### src/rtl/regfile_writeback.sv
// Y86-64 register file with integrated E/M writeback, retire counter and conflict flag.
// Optional same-cycle write-through reads when REGFILE_BYPASS_EN is defined.
module regfile_writeback #(
    parameter int unsigned DATA_W   = 64,
    parameter logic [63:0] RSP_INIT = 64'h0
) (
    input  logic              clk,
    input  logic              rst_n,
    input  logic              wr_en,
    input  logic [3:0]        icode,
    input  logic              cnd,
    input  logic [3:0]        dstE,
    input  logic [DATA_W-1:0] valE,
    input  logic [3:0]        dstM,
    input  logic [DATA_W-1:0] valM,
    input  logic [3:0]        srcA,
    input  logic [3:0]        srcB,
    output logic [DATA_W-1:0] valA,
    output logic [DATA_W-1:0] valB,
    output logic [DATA_W-1:0] rsp,
    output logic [31:0]       retire_cnt,
    output logic              wr_conflict
);

    localparam int unsigned NREG       = 15;
    localparam int unsigned CNT_W      = 32;
    localparam logic [3:0]  REG_NONE   = 4'hF;
    localparam logic [3:0]  ICODE_CMOV = 4'h2;
    localparam int unsigned RSP_IDX    = 4;

    logic [DATA_W-1:0] regs_q [NREG];
    logic [DATA_W-1:0] regs_d [NREG];
    logic [CNT_W-1:0]  cnt_q, cnt_d;
    logic              conflict_q, conflict_d;
    logic [3:0]        dste_eff_c;

    // A not-taken conditional move drops its E-port write.
    always_comb begin
        dste_eff_c = dstE;
        if (icode == ICODE_CMOV && !cnd) begin
            dste_eff_c = REG_NONE;
        end
    end

    // Writeback: M port is applied after E so it wins on a shared destination.
    always_comb begin
        regs_d     = regs_q;
        cnt_d      = cnt_q;
        conflict_d = 1'b0;
        if (wr_en) begin
            cnt_d      = cnt_q + CNT_W'(1);
            conflict_d = (dste_eff_c == dstM) && (dstM != REG_NONE);
            for (int i = 0; i < NREG; i++) begin
                if (dste_eff_c == 4'(i)) begin
                    regs_d[i] = valE;
                end
                if (dstM == 4'(i)) begin
                    regs_d[i] = valM;
                end
            end
        end
    end

    always_ff @(posedge clk or negedge rst_n) begin
        if (!rst_n) begin
            for (int i = 0; i < NREG; i++) begin
                regs_q[i] <= (i == RSP_IDX) ? DATA_W'(RSP_INIT) : '0;
            end
            cnt_q      <= '0;
            conflict_q <= 1'b0;
        end else begin
            for (int i = 0; i < NREG; i++) begin
                regs_q[i] <= regs_d[i];
            end
            cnt_q      <= cnt_d;
            conflict_q <= conflict_d;
        end
    end

    // Read ports; selector F matches no register and reads zero.
    always_comb begin
        valA = '0;
        valB = '0;
        for (int i = 0; i < NREG; i++) begin
            if (srcA == 4'(i)) begin
                valA = regs_q[i];
            end
            if (srcB == 4'(i)) begin
                valB = regs_q[i];
            end
        end
`ifdef REGFILE_BYPASS_EN
        if (wr_en && srcA != REG_NONE) begin
            if (srcA == dste_eff_c) valA = valE;
            if (srcA == dstM)       valA = valM;
        end
        if (wr_en && srcB != REG_NONE) begin
            if (srcB == dste_eff_c) valB = valE;
            if (srcB == dstM)       valB = valM;
        end
`endif
    end

    assign rsp         = regs_q[RSP_IDX];
    assign retire_cnt  = cnt_q;
    assign wr_conflict = conflict_q;

endmodule

### config.mk
export PLATFORM = sky130hd
export DESIGN_NAME = regfile_writeback
export DESIGN_NICKNAME = d
export VERILOG_FILES = /design/src/rtl/regfile_writeback.sv
export SDC_FILE = /design/constraint.sdc
export NUM_CORES = 2
export LEC_CHECK = 0
export CAP_MARGIN = 20
export CORE_MARGIN = 2
export CORE_UTILIZATION = 44
export CTS_CLUSTER_SIZE = 20
export DETAILED_ROUTE_END_ITERATION = 10
export HOLD_SLACK_MARGIN = 0.06
export PLACE_DENSITY_LB_ADDON = 0.25
export SYNTH_ARGS = -nofsm -noshare
export SYNTH_HDL_FRONTEND = slang
export SYNTH_SLANG_ARGS = --single-unit
### constraint.sdc
create_clock -name clk -period 3.26 [get_ports clk]
set_input_delay 0.652 -clock clk [delete_from_list [all_inputs] [get_ports clk]]
set_output_delay 0.652 -clock clk [all_outputs]
set_load 0.01 [all_outputs]
# --- Word level (Yosys, flattened, before mapping) ---
# Cells that the tools add are included.
classes:
  n_addsub: 1
  n_eq_ne: 59
  n_mux: 62
  reduce_logical: 37
op_table:
  columns: ["op", "n"]
  rows:
  - ["64-bit two-way mux", 60]
  - ["4-bit == test, second input constant", 28]
  - ["4-bit by 3-bit == test with 1-bit output, second input constant", 16]
  - ["4-bit by 2-bit == test with 1-bit output, second input constant", 9]
  - ["32-bit by 1-bit adder with 32-bit output, second input constant", 1]
  - ["2-bit AND reduction", 15]
  - ["2-bit nonzero test", 15]
  - ["4-bit by 1-bit == test with 1-bit output, second input constant", 4]
  - ["4-bit zero test", 4]
  - ["4-bit == test", 1]
  - ["4-bit two-way mux", 1]
  - ["4-bit != test, second input constant", 1]
  - ["1-bit logical AND", 2]
  - ["1-bit zero test", 1]
  - ["1-bit two-way mux", 1]
word_totals:
  register_bits: 993
  in_bits: 152
  out_inout_bits: 225
  elab_cells: 176

# --- Logic depth before layout (Yosys ltp) ---
logic_depth:
  ltp_word: 16
  depth_mapped: 9
  depth_no_buf: 6

# --- Least setup slack after synthesis ---
# No wires, ideal clock.
synth_timing:
  path_kind: "in2out"
  from: "in srcB[1]"
  to: "out valB[56]"
  t_arrival_ns: 2.129
  required_ns: 2.608
  path_slack_ns: 0.479
  stages: 8
  path_buffers: 3
  cell_sequence: "buf_2 > or3_1 > clkbuf_2 > buf_6 > o22ai_1 > a21oi_1 > o31ai_1 > a2bb2oi_1"
synth_via:
  elab_chain_cells: 16
  elab_cells_between_ends: 30
  classes_between: "eq/ne (14); mux (15); reduce/logical (1)"
synth_rtl:
  columns: ["element", "line", "text"]
  rows:
  - ["from (decl)", "17", "input logic [3:0] srcB,"]
  - ["4-bit zero test", "88", "if (srcB == 4'(i)) begin"]
  - ["64-bit two-way mux (14 in a row)", "88", null]
  - ["64-bit two-way mux *", "88", null]
  - ["to (decl)", "19", "output logic [DATA_W-1:0] valB,"]
# Every way passes the cells marked *; elsewhere a longest branch is shown, timed or not.

# --- Worst setup path in the final report ---
layout_timing:
  from: "in srcA[3]"
  to: "out valA[31]"
layout_via:
  elab_chain_cells: 16
  elab_cells_between_ends: 30
  classes_between: "eq/ne (14); mux (15); reduce/logical (1)"
layout_rtl:
  columns: ["element", "line", "text"]
  rows:
  - ["from (decl)", "16", "input logic [3:0] srcA,"]
  - ["4-bit zero test", "85", "if (srcA == 4'(i)) begin"]
  - ["64-bit two-way mux (14 in a row)", "85", null]
  - ["64-bit two-way mux *", "85", null]
  - ["to (decl)", "18", "output logic [DATA_W-1:0] valA,"]
# Marked as above.

==> results.sh <==
export IMPL_synthSimpleGateAreaFrac=0.102
export IMPL_fin_crit_sh=1.02
export IMPL_die_area_sq_mm=0.148
export IMPL_final_common_cell="dfrtp_1"
export IMPL_r2r_start="retire_cnt[17]"
export IMPL_synth_seq_cells=993
export IMPL_drv_slew=0
export IMPL_vdd_drop_max_mv=0.442
export IMPL_initialDrtViolationCount=11700
export IMPL_die_w_microns=385
export IMPL_min_path_cells=3
export IMPL_syn_area_per_cell_sq_um=8.79
export IMPL_wl_per_cell_microns=38.1
export IMPL_design_area_sq_mm=0.0845
export IMPL_clockBufferDepth=3
export IMPL_core_area_sq_mm=0.144
export IMPL_syn_cell_area_sq_mm=0.0640
export IMPL_worst_ep_arrival_time_ns=2.68
export IMPL_cts_root_buf="clkbuf_16"
export IMPL_synthAdderAreaFrac=0.000196
export IMPL_synth_mux_area_frac=0.169
export IMPL_worstHoldStart="wr_en"
export IMPL_startpoint_type="input pin"
export IMPL_setup_slack_ns=-0.0767
export IMPL_setup_tns_final_ns=-0.673
export IMPL_vias=72100
export IMPL_end_kind="output port"
export IMPL_synth_async_reset_ratio=1.00
export IMPL_max_slew_margin=0.279
export IMPL_finalHoldWorstSlack_ns=0.275
export IMPL_synth_seq_area_share=0.388
export IMPL_antenna_found_initial=35
export IMPL_grt_pass1_wl_microns=523000
export IMPL_status="finished with violations"
export IMPL_powerDensity_mw_per_mm2=554
export IMPL_synth_top_area_frac=0.388
export IMPL_dp_hpwl_microns=251000
export IMPL_synth_area_top_cells="dfrtp_1, mux2i_1, a21oi_1"
export IMPL_port_buffers=376
export IMPL_crit_start="srcA[3]"
export IMPL_hold_viol_final=0
export IMPL_synthXorXnorAreaFrac=0.00452
export IMPL_place_ws_ns=-0.871
export IMPL_grt_pass1_vias=67900
export IMPL_tightest_slew_ns=1.08
export IMPL_drcViolationCount=0
export IMPL_die_y_microns=385
export IMPL_io_pins=377
export IMPL_clkLatencyLatePin_ns=0.78
export IMPL_violations="setup timing"
export IMPL_rsz0062_at_grt="yes"
export IMPL_ys_warnings_count=0
export IMPL_num_rows=139
export IMPL_cts_tree="yes"
export IMPL_synth_ff_type="dfrtp_1"
export IMPL_critPathMaxFanout=8
export IMPL_drtAntennaViolNets=0
export IMPL_yosysTopAreaCell="dfrtp_1"
export IMPL_setup_violations=32
export IMPL_synth_fp_nets=7436
export IMPL_syn_inst=7283
export IMPL_drive_gt1_frac=0.230
export IMPL_most_common_layout_cells="dfrtp_1, mux2i_1, a21oi_1"
export IMPL_grt_usage=0.497
export IMPL_area_delta_synth_final_pct=32.1
export IMPL_finalClockSkew_ns=0.00856
export IMPL_synth_compound_area_share=0.264
export IMPL_clkTransAtPathRegs_ns=0.05
export IMPL_grt_overflow_total=0
export IMPL_fin_crit_ns=3.34
export IMPL_synth_edf_count=0
export IMPL_nets=8126
export IMPL_post_route_util=0.587
export IMPL_path_class="in -> out"
export IMPL_dr_pass1_iters=8
export IMPL_hp_class="in -> reg"
export IMPL_placed_area_sq_mm=0.0763
export IMPL_cts_buffers=115
export IMPL_power_leakage_uw=0.0355
export IMPL_start_util=0.444
export IMPL_grt_max_degree=143
export IMPL_cts_sinks=993
export IMPL_place_gp_congestion=1.06
export IMPL_nFillCells=12800
export IMPL_drv_cap=0
export IMPL_max_freq_mhz=300
export IMPL_synth_distinct_cells=89
export IMPL_via_per_inst=7.21
export IMPL_htree_levels=3
export IMPL_synth_top_family_by_area="compound AO/OA/AOI/OAI gates"
export IMPL_wirelength_microns=381000
export IMPL_cp_data_required_time_ns=2.61
export IMPL_worst_r2r_path_depth=5
-- stage by stage --
stage          power (uW)  std cells
2_1_floorplan       24400       7283
3_3_place_gp        30800       9578
3_5_place_dp        31100       9578
4_1_cts             45800       9921
5_1_grt             48100       9983
6_report            46900      10000
-- cell type report --
| class | count | area (sq um) | area share |
|---|---|---|---|
| clock buffers | 150 | 3300 | 0.0391 |
| multi-input cells | 5374 | 36500 | 0.432 |
| well taps | 1903 | 2380 | 0.0282 |
| flip-flops and latches | 993 | 24900 | 0.294 |
| clock inverters | 68 | 845 | 0.00999 |
| diodes | 24 | 60.1 | 0.000711 |
| inverters | 23 | 98.8 | 0.00117 |
| repair buffers | 1466 | 16400 | 0.195 |
-- worst max-delay path: stages --
cell and delay, ns:
buf_8 0.13, bufbuf_16 0.27, or3_4 0.40, buf_12 0.18, or2_2 0.29, o221ai_1 0.08, a21oi_1 0.12, o21ai_1 0.19
buf_4 0.20, buf_2 0.15
-- synth_stat cells, types with 75 or more instances --
cell type	n
a21oi_1	783
a221oi_1	83
a22oi_1	76
a2bb2oi_1	110
buf_2	327
buf_4	141
clkbuf_1	363
dfrtp_1	993
mux2_2	75
mux2i_1	885
nand2_1	641
nor2_1	711
o211ai_1	80
o21ai_0	706
o221ai_1	91
o22ai_1	466
-- path summary, 6_finish.rpt --
path / endpoint / slack (ns)
max: valA[31] / -0.08
min: wr_conflict / 0.28
max reg2reg: retire_cnt[31] / 1.07
min reg2reg: retire_cnt[31] / 0.48
max in group asynchronous: regs_q[406] / 1.68
min in group asynchronous: regs_q[304] / 0.39
-- layer usage --
layer / track usage / part of all wire / vias to the layer above
li1: - / - / 28200
met1: 0.623 / 0.36 / 34800
met2: 0.683 / 0.40 / 6908
met3: 0.194 / 0.15 / 2141
met4: 0.377 / 0.095 / 36
met5: 0.00162 / 0.00072 / -
-- kinds of logic after synthesis --
group                    count (synthesis)
AO/OA/AOI/OAI                         2758
AND/OR/NAND/NOR                       1572
multiplexers                          1010
flip-flops                             993
buffers and inverters                  916
XOR/XNOR                                33
adder cells (fa/ha/maj)                  1
-- state kept, by name (all words and copies together), names as in the netlist --
name	flops
regs_q	896
rsp	64
retire_cnt	32
wr_conflict	1
-- where the power goes --
group / internal, uW / total (uW) / switching [uW]
registers: 15300 / 19000 / 3650
logic: 6030 / 13400 / 7420
clock network: 8420 / 14500 / 6030
-- timing repair --
item / 4_1_cts / 5_1_grt
hold endpoints to repair: 18 / 0
endpoints found under the setup margin: 128 / 101
pin swaps: 103 / 121
gates cloned: 11 / 7
hold buffers: 1 / 0
gates resized for setup: 612 / 249
setup buffers: 129 / 57
Power figures use the tool's default switching activity.
